--- config.mk ---
export PLATFORM = sky130hd
export DESIGN_NAME = uart_32_bit_tx_scheduler
export DESIGN_NICKNAME = d
export VERILOG_FILES = /design/src/rtl/uart_32_bit_tx_scheduler.sv
export SDC_FILE = /design/constraint.sdc
export NUM_CORES = 1
export LEC_CHECK = 0
export BUFFER_PORTS_ARGS = -buffer_cell sky130_fd_sc_hd__buf_2
export CAP_MARGIN = 0
export CORE_ASPECT_RATIO = 1.2
export CORE_MARGIN = 4
export CORE_UTILIZATION = 50
export CTS_BUF_LIST = sky130_fd_sc_hd__clkbuf_4 sky130_fd_sc_hd__clkbuf_8
export DETAILED_ROUTE_END_ITERATION = 10
export HOLD_SLACK_MARGIN = 0.1
export PLACE_DENSITY = 0.81
export SETUP_SLACK_MARGIN = 0.4
export SYNTH_ARGS = -nofsm -noshare
export SYNTH_HDL_FRONTEND = slang
export SYNTH_SLANG_ARGS = --single-unit
--- constraint.sdc ---
create_clock -name clk -period 2.54 [get_ports clk]
set_input_delay 0.381 -clock clk [delete_from_list [all_inputs] [get_ports clk]]
set_output_delay 0.381 -clock clk [all_outputs]
set_load 0.005 [all_outputs]
--- src/rtl/uart_32_bit_tx_scheduler.sv ---
// uart_32_bit_tx_scheduler: programs the UART baud divisor, then round-robins two word
// requesters onto the transmitter and serves single-word reads of the receive register.
module uart_32_bit_tx_scheduler #(
   parameter logic [31:0] BAUD_DIV  = 32'd130,
   parameter int          TX_CYCLES = 5200
) (
   input  logic        clk,
   input  logic        rst,
   input  logic [1:0]  req,
   input  logic [31:0] req_data0,
   input  logic [31:0] req_data1,
   output logic [1:0]  ack,
   input  logic        rd_req,
   output logic [31:0] rd_data,
   output logic        rd_valid,
   output logic        busy,
   output logic [1:0]  uart_address,
   output logic        uart_write_enable,
   output logic [31:0] uart_write_data,
   output logic        uart_read_enable,
   input  logic [31:0] uart_read_data
);
   typedef enum logic [3:0] {
      S_CFG, S_IDLE, S_LOAD, S_START, S_WAIT, S_STOP, S_ACK, S_RD, S_RD_CAP
   } state_t;
   state_t      r_state, w_next;
   logic        r_grant, r_last_grant, r_rd_last;
   logic [31:0] r_word, r_rd_data;
   logic [15:0] r_cnt;
   logic        w_gnt, w_take_rd, w_take_tx;
   assign w_gnt     = (req == 2'b11) ? ~r_last_grant : req[1];
   // A read that just finished yields the next IDLE visit to a pending transmit
   assign w_take_rd = rd_req && !(r_rd_last && |req);
   assign w_take_tx = !w_take_rd && |req;
   always_comb begin
      w_next            = r_state;
      uart_address      = 2'd0;
      uart_write_enable = 1'b0;
      uart_write_data   = 32'd0;
      uart_read_enable  = 1'b0;
      ack               = 2'b00;
      rd_valid          = 1'b0;
      rd_data           = r_rd_data;
      busy              = r_state != S_IDLE;
      case (r_state)
         S_CFG: begin
            w_next            = S_IDLE;
            uart_write_enable = 1'b1;
            uart_write_data   = BAUD_DIV;
         end
         S_IDLE:  w_next = w_take_rd ? S_RD : (w_take_tx ? S_LOAD : S_IDLE);
         S_LOAD: begin
            w_next            = S_START;
            uart_address      = 2'd2;
            uart_write_enable = 1'b1;
            uart_write_data   = r_word;
         end
         S_START: begin
            w_next            = S_WAIT;
            uart_address      = 2'd1;
            uart_write_enable = 1'b1;
            uart_write_data   = 32'd1;
         end
         S_WAIT:  w_next = (r_cnt == 16'd0) ? S_STOP : S_WAIT;
         S_STOP: begin
            w_next            = S_ACK;
            uart_address      = 2'd1;
            uart_write_enable = 1'b1;
         end
         S_ACK: begin
            w_next = S_IDLE;
            ack    = {r_grant, ~r_grant};
         end
         S_RD: begin
            w_next           = S_RD_CAP;
            uart_address     = 2'd3;
            uart_read_enable = 1'b1;
         end
         S_RD_CAP: begin
            w_next   = S_IDLE;
            rd_valid = 1'b1;
            rd_data  = uart_read_data;
         end
         default: w_next = S_CFG;
      endcase
   end
   always_ff @(posedge clk) begin
      if (rst) begin
         r_state      <= S_CFG;
         r_grant      <= 1'b0;
         r_last_grant <= 1'b1;
         r_rd_last    <= 1'b0;
         r_word       <= 32'd0;
         r_rd_data    <= 32'd0;
         r_cnt        <= 16'd0;
      end else begin
         r_state <= w_next;
         if (r_state == S_IDLE && !w_take_rd) r_rd_last <= 1'b0;
         if (r_state == S_IDLE && w_take_tx) begin
            r_grant      <= w_gnt;
            r_last_grant <= w_gnt;
            r_word       <= w_gnt ? req_data1 : req_data0;
         end
         if (r_state == S_START) r_cnt <= 16'(TX_CYCLES - 1);
         else if (r_state == S_WAIT && r_cnt != 16'd0) r_cnt <= r_cnt - 16'd1;
         if (r_state == S_RD_CAP) begin
            r_rd_data <= uart_read_data;
            r_rd_last <= 1'b1;
         end
      end
   end
endmodule
==> metrics.yaml, run 1 <==
run_status:
  status: "finished, final reports clean"
power_and_ir_drop:
  peakVddDrop_mv: 0.4222
  power_per_cell_area_nw_per_um2: 722.2
  fin_total_pwr_w: 0.004339
  leakagePower_nw: 2.705
route:
  routed_via_density: 5.460
  vias: 4139
  totalWireLength_um: 13000
  wl_per_cell_um: 17.15
  drcViolationCount: 0
  dr.first_iter.drc_count: 188
  ant_nets: 0
  firstDrtPassIters: 4
grt:
  grt_antenna_before_repair: 0
  grt_pass1_vias: 3953
  grt_max_degree: 80
  grt-ovfl-total: 0
  grt_first_pass_wirelength_um: 18020
  grt_use_total_pct: 22.63
min_path:
  hold_path.class: "input port to flip-flop"
  min_from: "req_data0[25]"
die:
  dieWidth_um: 91.72
  dieArea_um2: 9948
  dieHeight_um: 108.5
  start_util_pct: 51.58
  rows: 36
  core_area_um2: 8153
  ios: 173
sta:
  drv_slew: 0
  worst_clock_skew_ns: 0.01024
  fin_setup_tns_ns: 0
  hold_ws_ns: 0.3422
  period_needed_ns: 2.301
  tightestPinTransition_ns: 0.8074
  finalSetupViolCount: 0
  period_share_pct: 90.59
  rsz0062_at_grt: "yes"
  slew_headroom_pct: 46.18
  fmax_ghz: 0.4346
  timing_hold_violations_final: 0
layout:
  syn_to_final_growth_pct: 42.84
  finalCoreUtilization_pct: 73.68
  nNetsFinal: 741
  layout-drive-gt1-share_pct: 46.27
  diodes: 0
cts:
  numCtsBuffers: 9
  clkLatencyLatePin_ns: 0.37
  htreeDepth: 3
  clk_pin_slew_ns: 0.10
  cts_tree: "yes"
  cts_root_buf: "clkbuf_8"
  cts.sinks: 87
  clk_path_buf_depth: 2
critical_path:
  cp_max_fo: 7
  cp_common_cell: "buf_6"
  crit_start: "r_state[2]"
  slowest_stage: "dfxtp_4"
  cp_top_family: "buffers and inverters"
  worstPathRequired_ns: 2.16
  max_stage_delay_ns: 0.36
  worst_r2r_startpoint: "r_cnt[6]"
  cp-end-kind: "primary output"
  crit_type: "flip-flop to primary output"
  worstSetupStartpointType: "flip-flop"
  cp.arrival_ns: 1.92
  crit_chain: "buf_6 > nor4b_4 > buf_6 > buf_6 > buf_8 > mux2_4 > buf_6"
  path_buf_inv: 5
synth:
  ys_ff_latch: 87
  ys_warn_count: 0
  syn_area_per_cell_um2: 9.324
  ys.flop_type: "dfxtp_1"
  synth_cells: 451
  synth_area_um2: 4205
  synth_top_area_share_pct: 41.42
  synth-seq-area-share_pct: 41.42
  synth_area_leaders: "dfxtp_1 (41%), mux2_2 (8.6%), mux2i_1 (7.6%), a211oi_1 (5.9%), nor2b_1 (4.8%)"
  synthTopCellsByCount: "dfxtp_1 (87), nor2_1 (48), a211oi_1 (33)"
  synth_area_leader_cell: "dfxtp_1"
  synth.most_common_cell: "dfxtp_1"
  synth_edf_count: 0
  ys_types: 54
  synth_nets: 553
  synthArstFlopShare_pct: 0
placement:
  place_congestion: 0.8165
  hpwlAfterDp_um: 7779
  port-buffer-count: 172
flow_run:
  cap_violations: 0
## flip-flops by register name (all words and copies together) (netlist names)
| register | flops |
|---|---|
| r_state | 4 |
| r_rd_last | 1 |
| r_last_grant | 1 |
| r_word | 32 |
| r_rd_data | 32 |
| r_cnt | 16 |
| r_grant | 1 |
## per-stage QoR
stage,cells,setup slack (ns),area [µm²]
after detailed placement,713,0.3400,5187
final,758,0.2391,6007
after CTS,740,0.1977,5599
after global placement,713,0.4522,5187
after floorplan,451,0.4987,4205
after global routing,758,0.1782,6007
## routing by layer
layer | vias to the layer above | global-route usage (%) | share of wire (%)
met5 | - | 0 | 0
met4 | 0 | 10.30 | 2.8
met2 | 181 | 40.99 | 53
li1 | 1987 | - | -
met1 | 1939 | 24.16 | 37
met3 | 32 | 6.820 | 6.9
## power by group
part / switching [W] / internal [W]
logic: 0.000809 / 0.000761
registers: 0.000124 / 0.00150
clock network: 0.000564 / 0.000576
## layout by cell type, fill, tap and decap left out, types with 9 or more instances in the layout
| cell type | instances |
|---|---|
| buf_2 | 156 |
| dfxtp_1 | 83 |
| nor2_1 | 47 |
| nor2b_1 | 32 |
| a211oi_1 | 32 |
| mux2i_1 | 32 |
| buf_4 | 24 |
| buf_6 | 22 |
| and2_1 | 21 |
| mux2_2 | 17 |
| a21oi_1 | 17 |
| mux2_4 | 15 |
| inv_1 | 9 |
| clkbuf_8 | 9 |
## logic make-up after synthesis
family	count (synthesis)	synth area share, %
and+or+nand+nor	171	23.95
DFF	87	41.42
xor gates and xnor gates	1	0.2083
adders and majority gates	1	0.2975
AOI/OAI and AO/OA	83	13.51
buffers and inverters	44	4.433
muxes	64	16.19
## cell type report
| cell class | instances | area, µm² |
|---|---|---|
| Sequential cell | 87 | 1757 |
| Clock inverter | 7 | 112.6 |
| Tap cell | 114 | 142.6 |
| Clock buffer | 9 | 123.9 |
| Inverter | 10 | 37.54 |
| Fill cell | 553 | 2146 |
| Multi-Input combinational cell | 320 | 2432 |
| Timing Repair Buffer | 211 | 1401 |
## timing repair
action                                  4_1_cts  5_1_grt
endpoints found under the setup margin       78       82
pin swaps                                     2        7
buffers inserted                              8       13
hold buffers                                  0        0
cloned                                        3        5
gates resized for setup                      20       52
## final timing paths
kind | to | slack [ns] | cells past startpoint
min reg2reg | r_rd_last | 0.49 | 2
max | rd_data[23] | 0.24 | 7
min | r_word[25] | 0.34 | 3
max reg2reg | r_cnt[12] | 0.40 | 4
## worst min-delay path, stage by stage
cell and delay (ns):
buf_2 0.10, mux2i_1 0.11, a211oi_1 0.08
No activity file was read; power rests on OpenSTA's default activity.
==> inputs of run 2 (changes only) <==
==> constraint.sdc (replaced) <==
create_clock -name clk -period 2.2 [get_ports clk]
set_input_delay 0.33 -clock clk [delete_from_list [all_inputs] [get_ports clk]]
set_output_delay 0.33 -clock clk [all_outputs]
set_load 0.005 [all_outputs]
==> metrics.yaml, run 2 <==
run_status:
  status: "did not finish"
  stop_stage: "5_1_grt"
  first-error: "[ERROR DPL-0033] detailed placement checks failed during check placement."
die:
  ios: 173
  rows: 36
  dieWidth_um: 91.72
  start_util_pct: 51.58
  dieHeight_um: 108.5
cts:
  numCtsBuffers: 9
  clk_path_buf_depth: 2
  cts-hold-fix-buffers: 0
  cts.sinks: 87
  htreeDepth: 3
  cts_root_buf: "clkbuf_8"
synth:
  synth_cells: 451
  synth_area_leaders: "dfxtp_1 (41%), mux2_2 (8.6%), mux2i_1 (7.6%), a211oi_1 (5.9%), nor2b_1 (4.8%)"
  synth_area_leader_cell: "dfxtp_1"
  synth_top_family_by_area: "simple AND/OR/NAND/NOR gates"
  synth_nets: 553
  synth_edf_count: 0
  synth_xor_area_share_pct: 0.2083
  synthAdderAreaFrac_pct: 0.2975
  synth_compound_area_share_pct: 13.51
  synthArstFlopShare_pct: 0
  synth_top_area_share_pct: 41.42
  syn_area_per_cell_um2: 9.324
  ys_ff_latch: 87
  synth.most_common_cell: "dfxtp_1"
  synthTopCellsByCount: "dfxtp_1 (87), nor2_1 (48), a211oi_1 (33)"
  ys_warn_count: 0
  synth-simple-area-share_pct: 23.95
  ys.flop_type: "dfxtp_1"
  ys_types: 54
  synth_mux_area_share_pct: 16.19
  synth-seq-area-share_pct: 41.42
  synth_area_um2: 4205
placement:
  hpwlAfterDp_um: 8165
  place_congestion: 0.8618
  port-buffer-count: 172
grt:
  grt_max_degree: 49
  grt_antenna_before_repair: 1
sta:
  worst_endpoint: "rd_data[0]"
  endpoint_type: "primary output"
## run 2: cell counts after synthesis
Identical to the previous run, type by type.
## run 2: repair_timing
item / 4_1_cts
gates resized for setup: 219
gates cloned: 14
buffers inserted: 42
endpoints found under the setup margin: 121
pin swaps: 57
## run 2: metrics by stage
stage               worst slack [ns]  util, %  std cells  hold WS [ns]  instance area (µm²)
global placement              0.2535    64.89        721        0.4637                 5290
detailed placement            0.1719    64.89        721        0.4752                 5290
CTS                         -0.08079    86.39        792        0.3033                 7043
floorplan                     0.3305        -        451        0.4411                 4265
## run 2: cells by family after synthesis
| family | after synthesis |
|---|---|
| flops | 87 |
| xor+xnor | 1 |
| mux | 64 |
| simple gates | 171 |
| fa+ha+maj | 1 |
| compound gates | 83 |
| buf+inv | 44 |
==> inputs of run 3 (changes only) <==
==> config.mk (replaced) <==
export PLATFORM = sky130hd
export DESIGN_NAME = uart_32_bit_tx_scheduler
export DESIGN_NICKNAME = d
export VERILOG_FILES = /design/src/rtl/uart_32_bit_tx_scheduler.sv
export SDC_FILE = /design/constraint.sdc
export NUM_CORES = 1
export LEC_CHECK = 0
export BUFFER_PORTS_ARGS = -buffer_cell sky130_fd_sc_hd__buf_2
export CAP_MARGIN = 0
export CORE_MARGIN = 4
export CORE_UTILIZATION = 35
export DETAILED_ROUTE_END_ITERATION = 10
export PLACE_DENSITY_LB_ADDON = 0.15
export SYNTH_ARGS = -nofsm -noshare
export SYNTH_HDL_FRONTEND = slang
export SYNTH_SLANG_ARGS = --single-unit
==> metrics.yaml, run 3 (same netlist as run 1, synthesis figures left out) <==
power_and_ir_drop:
  fin_total_pwr_w: 0.005070
  p_sw_share_pct: 32.29
  power_frac_seq_pct: 36.6
  p_int_w: 0.003433
  combPwrFrac_pct: 33.5
  power_per_cell_area_nw_per_um2: 846.1
  pwr-share-clk_pct: 29.8
  p_switching_w: 0.001637
  peakVddDrop_mv: 0.3696
  leakagePower_nw: 2.681
layout:
  stdcell_count: 779
  final_common_cell: "buf_2"
  multi_input_area_um2: 2384
  top_regs: "r_rd_data: 32 flops, r_word: 32 flops, r_cnt: 16 flops"
  diodes: 0
  syn_to_final_growth_pct: 42.49
  register_area_um2: 1748
  finalCoreUtilization_pct: 51.81
  final_cell_mix: "buf_2 (154), dfxtp_1 (84), nor2_1 (47), a211oi_1 (33)"
  nNetsFinal: 734
  layout-drive-gt1-share_pct: 42.61
  fillers: 1047
route:
  firstDrtPassIters: 4
  drcViolationCount: 0
  routed_via_density: 5.072
  wl_per_cell_um: 15.93
  vias: 3951
  totalWireLength_um: 12410
  ant_nets: 0
  dr.first_iter.drc_count: 136
sta:
  slew_headroom_pct: 58.96
  fin_setup_tns_ns: -0.01216
  period_share_pct: 100.3
  finalSetupViolCount: 3
  timing_hold_violations_final: 0
  tightestPinTransition_ns: 0.6100
  period_needed_ns: 2.207
  rsz0062_at_grt: "yes"
  drv_slew: 0
  finalWorstSetupSlack_ns: -0.007055
  fmax_ghz: 0.4531
  worst_clock_skew_ns: 0.007159
placement:
  port-buffer-count: 172
  hpwlAfterDp_um: 8107
  place_congestion: 0.8068
  pre_cts_ws_ns: 0.1462
  placed_cells: 751
cts:
  numCtsBuffers: 9
  htreeDepth: 3
  cts_tree: "yes"
  cts_root_buf: "clkbuf_16"
  clkLatencyLatePin_ns: 0.33
  cts-hold-fix-buffers: 0
  cts.sinks: 87
  clk_pin_slew_ns: 0.06
  clk_path_buf_depth: 2
grt:
  grt_antenna_before_repair: 0
  grt-ovfl-total: 0
  grt_use_total_pct: 16.21
  grt_pass1_vias: 3856
  grt_first_pass_wirelength_um: 18560
  grt_max_degree: 80
critical_path:
  crit_chain: "buf_4 > or3_1 > nor2_4 > clkbuf_16 > and2_1 > buf_2"
  cp_max_fo: 15
  worstSetupStartpointType: "flip-flop"
  cp_top_family: "simple AND/OR/NAND/NOR gates"
  cp-end-kind: "primary output"
  worstPathRequired_ns: 1.87
  slowest_stage: "or3_1"
  crit_type: "flip-flop to primary output"
  path_buf_inv: 3
  cp.arrival_ns: 1.88
  max_stage_delay_ns: 0.40
die:
  ios: 173
  start_util_pct: 36.36
  core_area_um2: 11560
  dieWidth_um: 117.6
  dieArea_um2: 13830
  rows: 39
  dieHeight_um: 117.6
run_status:
  violations: "negative setup slack"
  status: "complete, but fails checks"
min_path:
  hold_path.class: "input port to flip-flop"
flow_run:
  cap_violations: 0
-- run 3: power by group through the flow --
| stage | Combinational (W) | Clock, W | Sequential, W |
|---|---|---|---|
| final | 0.00170 | 0.00151 | 0.00186 |
| after global routing | 0.00186 | 0.00162 | 0.00188 |
| after global placement | 0.00155 | 0 | 0.00188 |
| after CTS | 0.00162 | 0.00156 | 0.00185 |
| after floorplan | 0.00102 | 0 | 0.00185 |
| after detailed placement | 0.00157 | 0 | 0.00189 |
-- run 3: layout make-up --
| class | instances | share of cell area [%] |
|---|---|---|
| Clock inverter | 3 | 0.7308 |
| Clock buffer | 12 | 4.114 |
| Timing Repair Buffer | 204 | 22.59 |
| Sequential cell | 87 | 29.17 |
| Tap cell | 143 | 2.986 |
| Inverter | 10 | 0.6264 |
| Multi-Input combinational cell | 320 | 39.78 |
-- run 3: routing by layer --
metal	GRT usage [%]	wire [µm]
met1	18.08	5011
met2	29.64	6567
met3	4.421	614
met4	5.421	216
met5	0	0
-- run 3: worst paths after layout --
check	startpoint	to	slack (ns)	cells past startpoint
worst max-delay path	r_state[3]	uart_write_data[11]	-0.007	6
worst min register to register	r_grant	r_grant	0.49	2
worst min-delay path	req_data0[15]	r_word[15]	0.33	3
worst max register to register	r_state[2]	r_word[13]	0.07	8
-- run 3: worst register-to-register path, cell delays in order, from the launching register on --
cell and delay, ns:
dfxtp_2 0.32, buf_6 0.12, buf_4 0.14, or4b_4 0.55, a211oi_4 0.27, buf_4 0.18
clkbuf_16 0.18, nor2_1 0.06, a211oi_1 0.22
-- run 3: timing repair --
item / 4_1_cts / 5_1_grt
endpoints found under the setup margin: 62 / 74
resized for setup: 23 / 28
cloned: 2 / 3
pin swaps: 1 / 1
buffers inserted: 6 / 2
-- run 3: stage by stage --
step                area, µm²  hold WS (ns)
global route             5992        0.3302
finish                   5992        0.3275
detailed placement       5329        0.4694
global placement         5329        0.4681
floorplan                4205        0.4411
CTS                      5792        0.3154
==> inputs of run 4 (changes only) <==
--- a/config.mk
+++ b/config.mk
@@ -8,7 +8,7 @@
 export BUFFER_PORTS_ARGS = -buffer_cell sky130_fd_sc_hd__buf_2
 export CAP_MARGIN = 0
 export CORE_MARGIN = 4
-export CORE_UTILIZATION = 35
+export CORE_UTILIZATION = 30
 export DETAILED_ROUTE_END_ITERATION = 10
 export PLACE_DENSITY_LB_ADDON = 0.15
 export SYNTH_ARGS = -nofsm -noshare
==> metrics.yaml, run 4 (same netlist as run 1, synthesis figures left out) <==
run_status:
  status: "complete, but fails checks"
  violations: "negative setup slack"
grt:
  grt_use_total_pct: 15.73
  grt_first_pass_wirelength_um: 20590
  grt_max_degree: 51
  grt_antenna_before_repair: 0
  grt_pass1_vias: 4058
  grt-ovfl-total: 0
power_and_ir_drop:
  p_switching_w: 0.001658
  leakagePower_nw: 2.775
  p_sw_share_pct: 31.10
  power_frac_seq_pct: 35.0
  pwr-share-clk_pct: 31.9
  p_int_w: 0.003674
  combPwrFrac_pct: 33.1
  power_per_cell_area_nw_per_um2: 856.2
  peakVddDrop_mv: 0.3759
cts:
  cts_root_buf: "clkbuf_16"
  clk_path_buf_depth: 2
  clk_pin_slew_ns: 0.06
  cts_tree: "yes"
  cts.sinks: 87
  numCtsBuffers: 9
  clkLatencyLatePin_ns: 0.34
  htreeDepth: 3
route:
  dr.first_iter.drc_count: 127
  routed_via_density: 4.885
  wl_per_cell_um: 15.57
  firstDrtPassIters: 4
  ant_nets: 0
  drcViolationCount: 0
  vias: 4025
  totalWireLength_um: 12830
critical_path:
  crit_type: "flip-flop to primary output"
  cp_max_fo: 5
  worstPathRequired_ns: 1.87
  slowest_stage: "dfxtp_4"
  path_buf_inv: 4
  cp_top_family: "buffers and inverters"
  worstSetupStartpointType: "flip-flop"
  cp-end-kind: "primary output"
  cp.arrival_ns: 1.90
  max_stage_delay_ns: 0.36
  crit_chain: "buf_6 > nor4b_4 > buf_4 > clkbuf_16 > mux2_2 > buf_2"
sta:
  drv_slew: 0
  slew_headroom_pct: 60.15
  rsz0062_at_grt: "yes"
  timing_hold_violations_final: 0
  finalSetupViolCount: 15
  fmax_ghz: 0.4477
  fin_setup_tns_ns: -0.2829
  period_needed_ns: 2.234
  tightestPinTransition_ns: 0.5923
  worst_clock_skew_ns: 0.005672
  finalWorstSetupSlack_ns: -0.03387
  period_share_pct: 101.5
placement:
  port-buffer-count: 172
  dpl_cell_area_um2: 5353
  hpwlAfterDp_um: 8310
  placed_cells: 785
  place_congestion: 0.8172
layout:
  syn_to_final_growth_pct: 48.11
  diodes: 0
  stdcell_count: 824
  nNetsFinal: 746
  finalInstanceArea_um2: 6228
  final_common_cell: "buf_2"
  top_regs: "r_rd_data: 32 flops, r_word: 32 flops, r_cnt: 16 flops"
  layout-drive-gt1-share_pct: 44.29
  final_cell_mix: "buf_2 (149), dfxtp_1 (83), nor2_1 (47), a211oi_1 (33)"
die:
  start_util_pct: 31.14
  dieHeight_um: 126.4
  core_area_um2: 13510
  dieArea_um2: 15980
  dieWidth_um: 126.4
  ios: 173
  rows: 42
flow_run:
  cap_violations: 0
min_path:
  hold_path.class: "input port to flip-flop"
[run 4: changes by cell type in the layout (fill, tap and decap cells not counted), sizes merged]
cell,previous run,this run
buf,202,215
bufinv,1,2
clkbuf,14,13
clkinv,2,1
[run 4: what timing repair did]
item,4_1_cts,5_1_grt
cloned,5,2
hold buffers,0,0
gates resized for setup,65,8
buffers inserted,18,3
setup endpoints to repair,63,97
pin swaps,2,1
[run 4: worst paths after layout]
kind | start | end | slack (ns) | depth (start not counted)
min | req_data0[25] | r_word[25] | 0.32 | 3
min reg2reg | r_rd_last | r_rd_last | 0.49 | 2
max reg2reg | r_state[0] | r_cnt[15] | 0.10 | 5
max | r_state[0] | rd_data[28] | -0.03 | 6
[run 4: metrics by stage]
step | utilization (%) | hold slack [ns] | power, W | setup WS [ns]
2_1_floorplan | - | 0.4411 | 0.002865 | 0.1954
3_3_place_gp | 39.63 | 0.4739 | 0.003468 | 0.1589
3_5_place_dp | 39.63 | 0.4748 | 0.003495 | 0.1263
4_1_cts | 45.94 | 0.3115 | 0.005351 | -0.04328
5_1_grt | 46.12 | 0.3150 | 0.005659 | -0.1146
6_report | 46.12 | 0.3246 | 0.005333 | -0.03387
[run 4: tightest hold or removal path, cell delays in order]
cell and delay [ns]:
buf_2 0.09, mux2i_1 0.11, a211oi_1 0.08
[run 4: cell type report]
| cell class | instances | area [µm²] |
|---|---|---|
| clock buffer | 12 | 266.5 |
| clock inverter | 3 | 65.06 |
| fill | 1282 | 7277 |
| inverter | 10 | 37.54 |
| multi-input combinational | 320 | 2406 |
| sequential | 87 | 1752 |
| tap | 176 | 220.2 |
| timing repair buffer | 216 | 1481 |
[run 4: power by group through the flow]
stage	Sequential [W]	Combinational [W]	Clock [W]
floorplan	0.00185	0.00102	0
global route	0.00189	0.00195	0.00182
global placement	0.00189	0.00158	0
finish	0.00187	0.00176	0.00170
detailed placement	0.00189	0.00160	0
CTS	0.00186	0.00174	0.00175
[run 4: routing by layer]
layer | global-route usage (%) | share of wire, % | vias up
met2 | 25.93 | 48 | 125
met1 | 19.62 | 44 | 1885
li1 | - | - | 1994
met3 | 5.086 | 5.9 | 21
met5 | 0 | 0 | -
met4 | 4.732 | 1.9 | 0
